==> src/rtl/tx_pkg.sv <==
// Shared types and constants for the TX gearbox and its PRBS7 pattern source.
package tx_pkg;
  localparam int SERDES_STAGES = 2;
  localparam int TX_OUT_W      = 2**SERDES_STAGES;

  typedef enum logic [1:0] {
    DATA   = 2'd0,
    CLKPAT = 2'd1,
    PRBS   = 2'd2,
    ZERO   = 2'd3
  } tx_mode_e;

  typedef enum logic [1:0] {
    IDLE    = 2'd0,
    STREAM  = 2'd1,
    STARVED = 2'd2,
    PATTERN = 2'd3
  } tx_gb_state_e;

  // x^7 + x^6 + 1: taps are the bits generated 7 and 6 steps ago.
  localparam logic [6:0] PRBS7_SEED   = 7'h7F;
  localparam int         PRBS7_TAP_HI = 6;
  localparam int         PRBS7_TAP_LO = 5;

  function automatic logic [TX_OUT_W-1:0] clk_pattern();
    logic [TX_OUT_W-1:0] p;
    for (int i = 0; i < TX_OUT_W; i++) p[i] = i[0];
    return p;
  endfunction
endpackage

==> src/rtl/tx_prbs7.sv <==
// PRBS7 (x^7+x^6+1) source emitting W bits per advance, q[0] being the oldest bit.
// Compiled only when TX_GEARBOX_PRBS_EN is defined.
`ifdef TX_GEARBOX_PRBS_EN
module tx_prbs7
  import tx_pkg::*;
#(
  parameter int W = TX_OUT_W
) (
  input  logic         clk,
  input  logic         rst,
  input  logic         adv,
  output logic [W-1:0] q
);
  logic [6:0] lfsr_reg;
  logic [6:0] lfsr_next;
  logic       fb;

  always_comb begin
    lfsr_next = lfsr_reg;
    q         = '0;
    fb        = 1'b0;
    for (int i = 0; i < W; i++) begin
      fb        = lfsr_next[PRBS7_TAP_HI] ^ lfsr_next[PRBS7_TAP_LO];
      q[i]      = fb;
      lfsr_next = {lfsr_next[5:0], fb};
    end
  end

  always_ff @(posedge clk) begin
    if (rst) lfsr_reg <= PRBS7_SEED;
    else if (adv) lfsr_reg <= lfsr_next;
  end
endmodule
`endif

==> src/rtl/tx_gearbox.sv <==
// Narrows IN_W-bit words to OUT_W-bit slices (LSB slice first) for txdata.din, with idle/pattern fill.
// Define TX_GEARBOX_PRBS_EN to make mode 2 emit PRBS7; otherwise mode 2 emits zeros.
module tx_gearbox
  import tx_pkg::*;
#(
  parameter int IN_W  = 32,
  parameter int OUT_W = TX_OUT_W
) (
  input  logic             clk,
  input  logic             rst,
  input  logic [1:0]       mode,
  input  logic [IN_W-1:0]  in_data,
  input  logic             in_valid,
  output logic             in_ready,
  output logic [OUT_W-1:0] dout,
  output logic [15:0]      underrun_cnt,
  input  logic             cnt_clr
);
  localparam int RATIO = IN_W / OUT_W;
  localparam int IDX_W = (RATIO > 1) ? $clog2(RATIO) : 1;
  localparam logic [IDX_W-1:0] LAST_IDX = IDX_W'(RATIO - 1);

  tx_gb_state_e     state_reg;
  logic [IN_W-1:0]  nxt_reg;
  logic [IN_W-1:0]  act_reg;
  logic             nxt_full_reg;
  logic [IDX_W-1:0] idx_reg;
  logic [OUT_W-1:0] dout_reg;
  logic [15:0]      cnt_reg;

  tx_mode_e         mode_e;
  logic             is_data;
  logic             last_slice;
  logic             boundary;
  logic             consume;
  logic             enter_pat;
  logic             underrun;
  logic             accept;
  logic [OUT_W-1:0] pattern;
  logic [OUT_W-1:0] act_slice [RATIO];

  for (genvar gi = 0; gi < RATIO; gi++) begin : g_slice
    assign act_slice[gi] = act_reg[gi*OUT_W +: OUT_W];
  end

  assign mode_e     = tx_mode_e'(mode);
  assign is_data    = (mode_e == DATA);
  assign last_slice = (idx_reg == LAST_IDX);
  // Word boundaries are the only points where reloads and mode changes take effect.
  assign boundary   = (state_reg == IDLE) || (state_reg == STARVED) ||
                      ((state_reg == STREAM) && last_slice);
  assign consume    = boundary && is_data && nxt_full_reg;
  assign enter_pat  = boundary && !is_data;
  assign underrun   = (state_reg == STREAM) && last_slice && is_data && !nxt_full_reg;
  assign in_ready   = !rst && is_data && (!nxt_full_reg || consume);
  assign accept     = in_valid && in_ready;

`ifdef TX_GEARBOX_PRBS_EN
  logic [OUT_W-1:0] prbs_q;
  logic             prbs_adv;

  assign prbs_adv = (state_reg == PATTERN) && (mode_e == PRBS);

  tx_prbs7 #(.W(OUT_W)) u_prbs7 (
    .clk (clk),
    .rst (rst),
    .adv (prbs_adv),
    .q   (prbs_q)
  );
`endif

  always_comb begin
    pattern = '0;
    case (mode_e)
      CLKPAT:  pattern = clk_pattern();
`ifdef TX_GEARBOX_PRBS_EN
      PRBS:    pattern = prbs_q;
`endif
      default: pattern = '0;
    endcase
  end

  always_ff @(posedge clk) begin
    if (rst) begin
      state_reg    <= IDLE;
      nxt_reg      <= '0;
      act_reg      <= '0;
      nxt_full_reg <= 1'b0;
      idx_reg      <= '0;
      dout_reg     <= '0;
      cnt_reg      <= '0;
    end else begin
      case (state_reg)
        IDLE, STARVED: begin
          dout_reg <= '0;
          if (enter_pat) state_reg <= PATTERN;
          else if (consume) state_reg <= STREAM;
        end
        STREAM: begin
          dout_reg <= act_slice[idx_reg];
          idx_reg  <= last_slice ? '0 : idx_reg + 1'b1;
          if (enter_pat) state_reg <= PATTERN;
          else if (underrun) state_reg <= STARVED;
        end
        default: begin
          dout_reg <= pattern;
          if (is_data) state_reg <= IDLE;
        end
      endcase

      if (consume) act_reg <= nxt_reg;

      // A word still parked in nxt when a pattern mode takes over is discarded.
      if (accept) begin
        nxt_reg      <= in_data;
        nxt_full_reg <= 1'b1;
      end else if (consume || enter_pat) begin
        nxt_full_reg <= 1'b0;
      end

      if (cnt_clr) cnt_reg <= '0;
      else if (underrun && (cnt_reg != 16'hFFFF)) cnt_reg <= cnt_reg + 16'd1;
    end
  end

  assign dout         = dout_reg;
  assign underrun_cnt = cnt_reg;
endmodule

==> config.mk <==
export PLATFORM = sky130hd
export DESIGN_NAME = tx_gearbox
export DESIGN_NICKNAME = d
export VERILOG_FILES = /design/src/rtl/tx_pkg.sv /design/src/rtl/tx_prbs7.sv /design/src/rtl/tx_gearbox.sv
export SDC_FILE = /design/constraint.sdc
export NUM_CORES = 1
export LEC_CHECK = 0
export ABC_AREA = 1
export CAP_MARGIN = 30
export CORE_UTILIZATION = 54
export DETAILED_ROUTE_END_ITERATION = 6
export PLACE_DENSITY_LB_ADDON = 0.08
export RECOVER_POWER = 25
export SLEW_MARGIN = 5
export SYNTH_ARGS = -nofsm -noshare
export SYNTH_HDL_FRONTEND = slang
export SYNTH_HIERARCHICAL = 1
export SYNTH_SLANG_ARGS = --single-unit
==> constraint.sdc <==
create_clock -name clk -period 2.1 [get_ports clk]
set_input_delay 0.315 -clock clk [delete_from_list [all_inputs] [get_ports clk]]
set_output_delay 0.315 -clock clk [all_outputs]
set_load 0.01 [all_outputs]
==> results <==
[routing by layer]
| layer | part of all wire (%) | up-vias |
|---|---|---|
| met5 | 0 | - |
| met2 | 47 | 74 |
| met4 | 1.4 | 0 |
| li1 | - | 1892 |
| met3 | 4.4 | 8 |
| met1 | 47 | 1592 |
[Yosys cell counts (4+ instances only)]
cell / count / area share [%]
sky130_fd_sc_hd__buf_6: 10 / 2.8
sky130_fd_sc_hd__o21ai_0: 61 / 7.6
sky130_fd_sc_hd__clkbuf_1: 9 / 0.84
sky130_fd_sc_hd__nor2_1: 101 / 9.4
sky130_fd_sc_hd__nand3_1: 46 / 5.7
sky130_fd_sc_hd__o21ai_2: 23 / 5.0
sky130_fd_sc_hd__xor2_1: 4 / 0.87
sky130_fd_sc_hd__a21oi_1: 28 / 3.5
sky130_fd_sc_hd__nand4_1: 9 / 1.4
sky130_fd_sc_hd__o21ai_1: 8 / 0.99
sky130_fd_sc_hd__dfxtp_1: 90 / 45
sky130_fd_sc_hd__nand2_1: 65 / 6.1
sky130_fd_sc_hd__inv_1: 61 / 5.7
[worst max-delay path, stage by stage, from the launching register on]
cell                       delay [ns]
sky130_fd_sc_hd__dfxtp_1         0.34
sky130_fd_sc_hd__ha_1            0.15
sky130_fd_sc_hd__ha_1            0.20
sky130_fd_sc_hd__nand2_2         0.08
sky130_fd_sc_hd__nand2_2         0.09
sky130_fd_sc_hd__inv_2           0.04
sky130_fd_sc_hd__nand2_2         0.06
sky130_fd_sc_hd__nand2_1         0.05
sky130_fd_sc_hd__nor2_1          0.08
sky130_fd_sc_hd__clkbuf_2        0.13
[cell families (layout without fill, tap and decap cells)]
logic type	Yosys count	count (layout)	share of synthesized area, %
XOR/XNOR	6	6	1.30
adder cells (fa/ha/maj)	3	3	0.932
AND/OR/NAND/NOR	232	232	24.6
AO/OA/AOI/OAI	124	124	17.7
buffers and inverters	92	155	10.7
flip-flops	90	90	44.7
[power by group]
| part | switching, mW | leakage, nW | internal [mW] |
|---|---|---|---|
| combinational | 0.179 | 1.08 | 0.145 |
| clock | 0.614 | 0.103 | 0.673 |
| sequential | 0.0280 | 0.729 | 1.75 |
| total | 0.821 | 1.92 | 2.57 |
[final timing paths]
path               start     endpoint  cells after the start
max           idx_reg[0]     in_ready                      9
min          act_reg[31]  act_reg[31]                      2
max reg2reg   idx_reg[0]  act_reg[18]                      9
min reg2reg  act_reg[31]  act_reg[31]                      2
[cell type report]
type	count	area share [%]
inverter	64	4.95
tap	99	2.55
timing repair buffer	75	14.1
clock inverter	6	1.83
clock buffer	10	2.63
sequential	90	37.1
multi-input combinational	365	36.8
[per-stage QoR]
step	total power, mW	instance area, um^2	cells
after floorplan	2.02	4030	547
after global placement	2.15	4710	693
after detailed placement	2.15	4710	693
after CTS	3.43	4920	709
after global routing	3.54	4850	709
final	3.39	4850	709
==> run summary <==
Global routing used 22.3% of the available tracks across all layers. The worst setup slack after placement was 0.159 ns. For this run, the share of the core covered by cells in the final layout is 67.3%. Adding up every negative setup slack in the final design gives 0 ns.

The number of pins exceeding their max-slew limit in the final report is 0, and the post-CTS setup buffer count is 0. After filler insertion, the fill cell instance count of the layout stands at 656. Summed over all layers, the global routing overflow is 0. STA classifies the critical path endpoint as an output port.

The first detailed-routing pass ran for 4 iterations. During I/O placement, the number of pins put on the boundary was 59. The die covers 7810 um^2. Setup repair after global routing left no endpoint under its margin. Timing would allow up to 0.530 GHz. In the routed layout, each cell is associated on average with a via count of 5.03.

In this run the static leakage power is 1.92 nW. The run gives 2 as the worst-case clock buffer depth. The number of setup violations in the final report is 0, and the transition at the pin with the smallest max-transition slack is 0.635 ns.

The core region is 7210 um^2. The number of hold buffers added after CTS was 0. In the global route stage, met1 resource usage came out at 29.5%.

TritonCTS built the clock tree. The number of nets still failing antenna checks after routing was 0. Counting flops with a built-in enable in the synthesized netlist gives 0. The maximum level of the CTS H-tree came out at 3. The maximum fanout count along the critical path is 4, and the total clock sinks is 90.

Compared with the post-synthesis result, the final layout area differs by 20.5%. The post-route worst hold slack is 0.467 ns. The die is 88.4 um tall.

The sequential fraction of the synthesis area is 44.7%, and the number of buffer cells added on primary ports is 58. The routed design has 8.12 mm of wire. For this run, the leading register cell type out of synthesis is sky130_fd_sc_hd__dfxtp_1. After clock tree synthesis, the clock-pin slew on the worst setup and hold paths is 0.09 ns. The library cell used most frequently in the layout, excluding fill and tap cells, is sky130_fd_sc_hd__nor2_1.

Maximum number of pins on one net before global-route repair: 65. The run gives 0 as the final hold violation count. The critical path is of the register to output port type.

In this run the most used layer during global routing was met2. In the layout the commonest cells are sky130_fd_sc_hd__nor2_1, sky130_fd_sc_hd__dfxtp_1, sky130_fd_sc_hd__nand2_1, sky130_fd_sc_hd__o21ai_0, sky130_fd_sc_hd__inv_1. Global routing consumed, on the met2 layer, 36.4% of the routing resources. The distinct cell type count of the synthesized netlist came out at 29. The logs give 13.5 mm for the wire length of the first global-routing pass and 588 for the synthesized net count.

The total clock buffers created by CTS is 9, and the die width is 88.4 um. Across the run, the number of max-cap violations was 0. The repair_antennas step left the layout with diodes totalling 0. The power per cell area was 698 nW/um^2; the net count reported at finish was 646.

For the area occupied by multi-input gates, the log shows 1780 um^2. Data on the critical path arrives at its endpoint at 1.57 ns. The startpoint class of the critical path was a register. Setup slack closes at 0.213 ns. For met3 alone, demand over resource in global routing was 3.45%.

The routed layout has 3566 vias. The initialized floorplan defines 31 standard-cell rows. The via count of the first global-routing pass was 3022. Once the floorplan was initialized, standard cells occupied 55.8% of the core. In this run, synthesis produced a sequential element count of 90. For this run, design rule violations remaining after detail routing come to 0.

The area of all sequential standard cells came out at 1800 um^2. The run gives 57.7% as the headroom to the max-slew limit. Cells with a size suffix above 1 make up 10.0% of the layout. For the DRC marker count from the first detailed-route iteration, the log shows 135. The final critical-path share of the clock period came out at 89.8%. For the number of instances in the synthesized netlist, the log shows 547. The run finished with clean final reports. The insertion delay to the later sink of the worst-skew pair is 0.36 ns. The path category of the worst min-delay check is register to register. The setup slack on the worst flop-to-flop path came out at 0.22 ns.

The share of flip-flops with an asynchronous set or reset after synthesis was 0%; the required time at the endpoint of the critical path was 1.78 ns. Subtracting the final worst setup slack from the clock period gives 1.89 ns. The routed length per placed instance was 11.5 um; the placed wire-length estimate was 5.79 mm.

The tools report the CTS root buffer as sky130_fd_sc_hd__clkbuf_8. The mapped netlist covers 4030 um^2. For the final database, setup skew stands at 0.0120 ns.

A synthesized cell averages 7.37 um^2. For the worst vdd rail ir drop, the log shows 395 uV. The number of warnings printed during yosys synthesis came out at 6.

The run gives 3 as the count of cells resized by post-cts repair. The routability-driven placement congestion ratio was 0.837. The number of antenna violations at the first check in global routing came out at 0.
No activity file was read; power rests on OpenSTA's default activity.
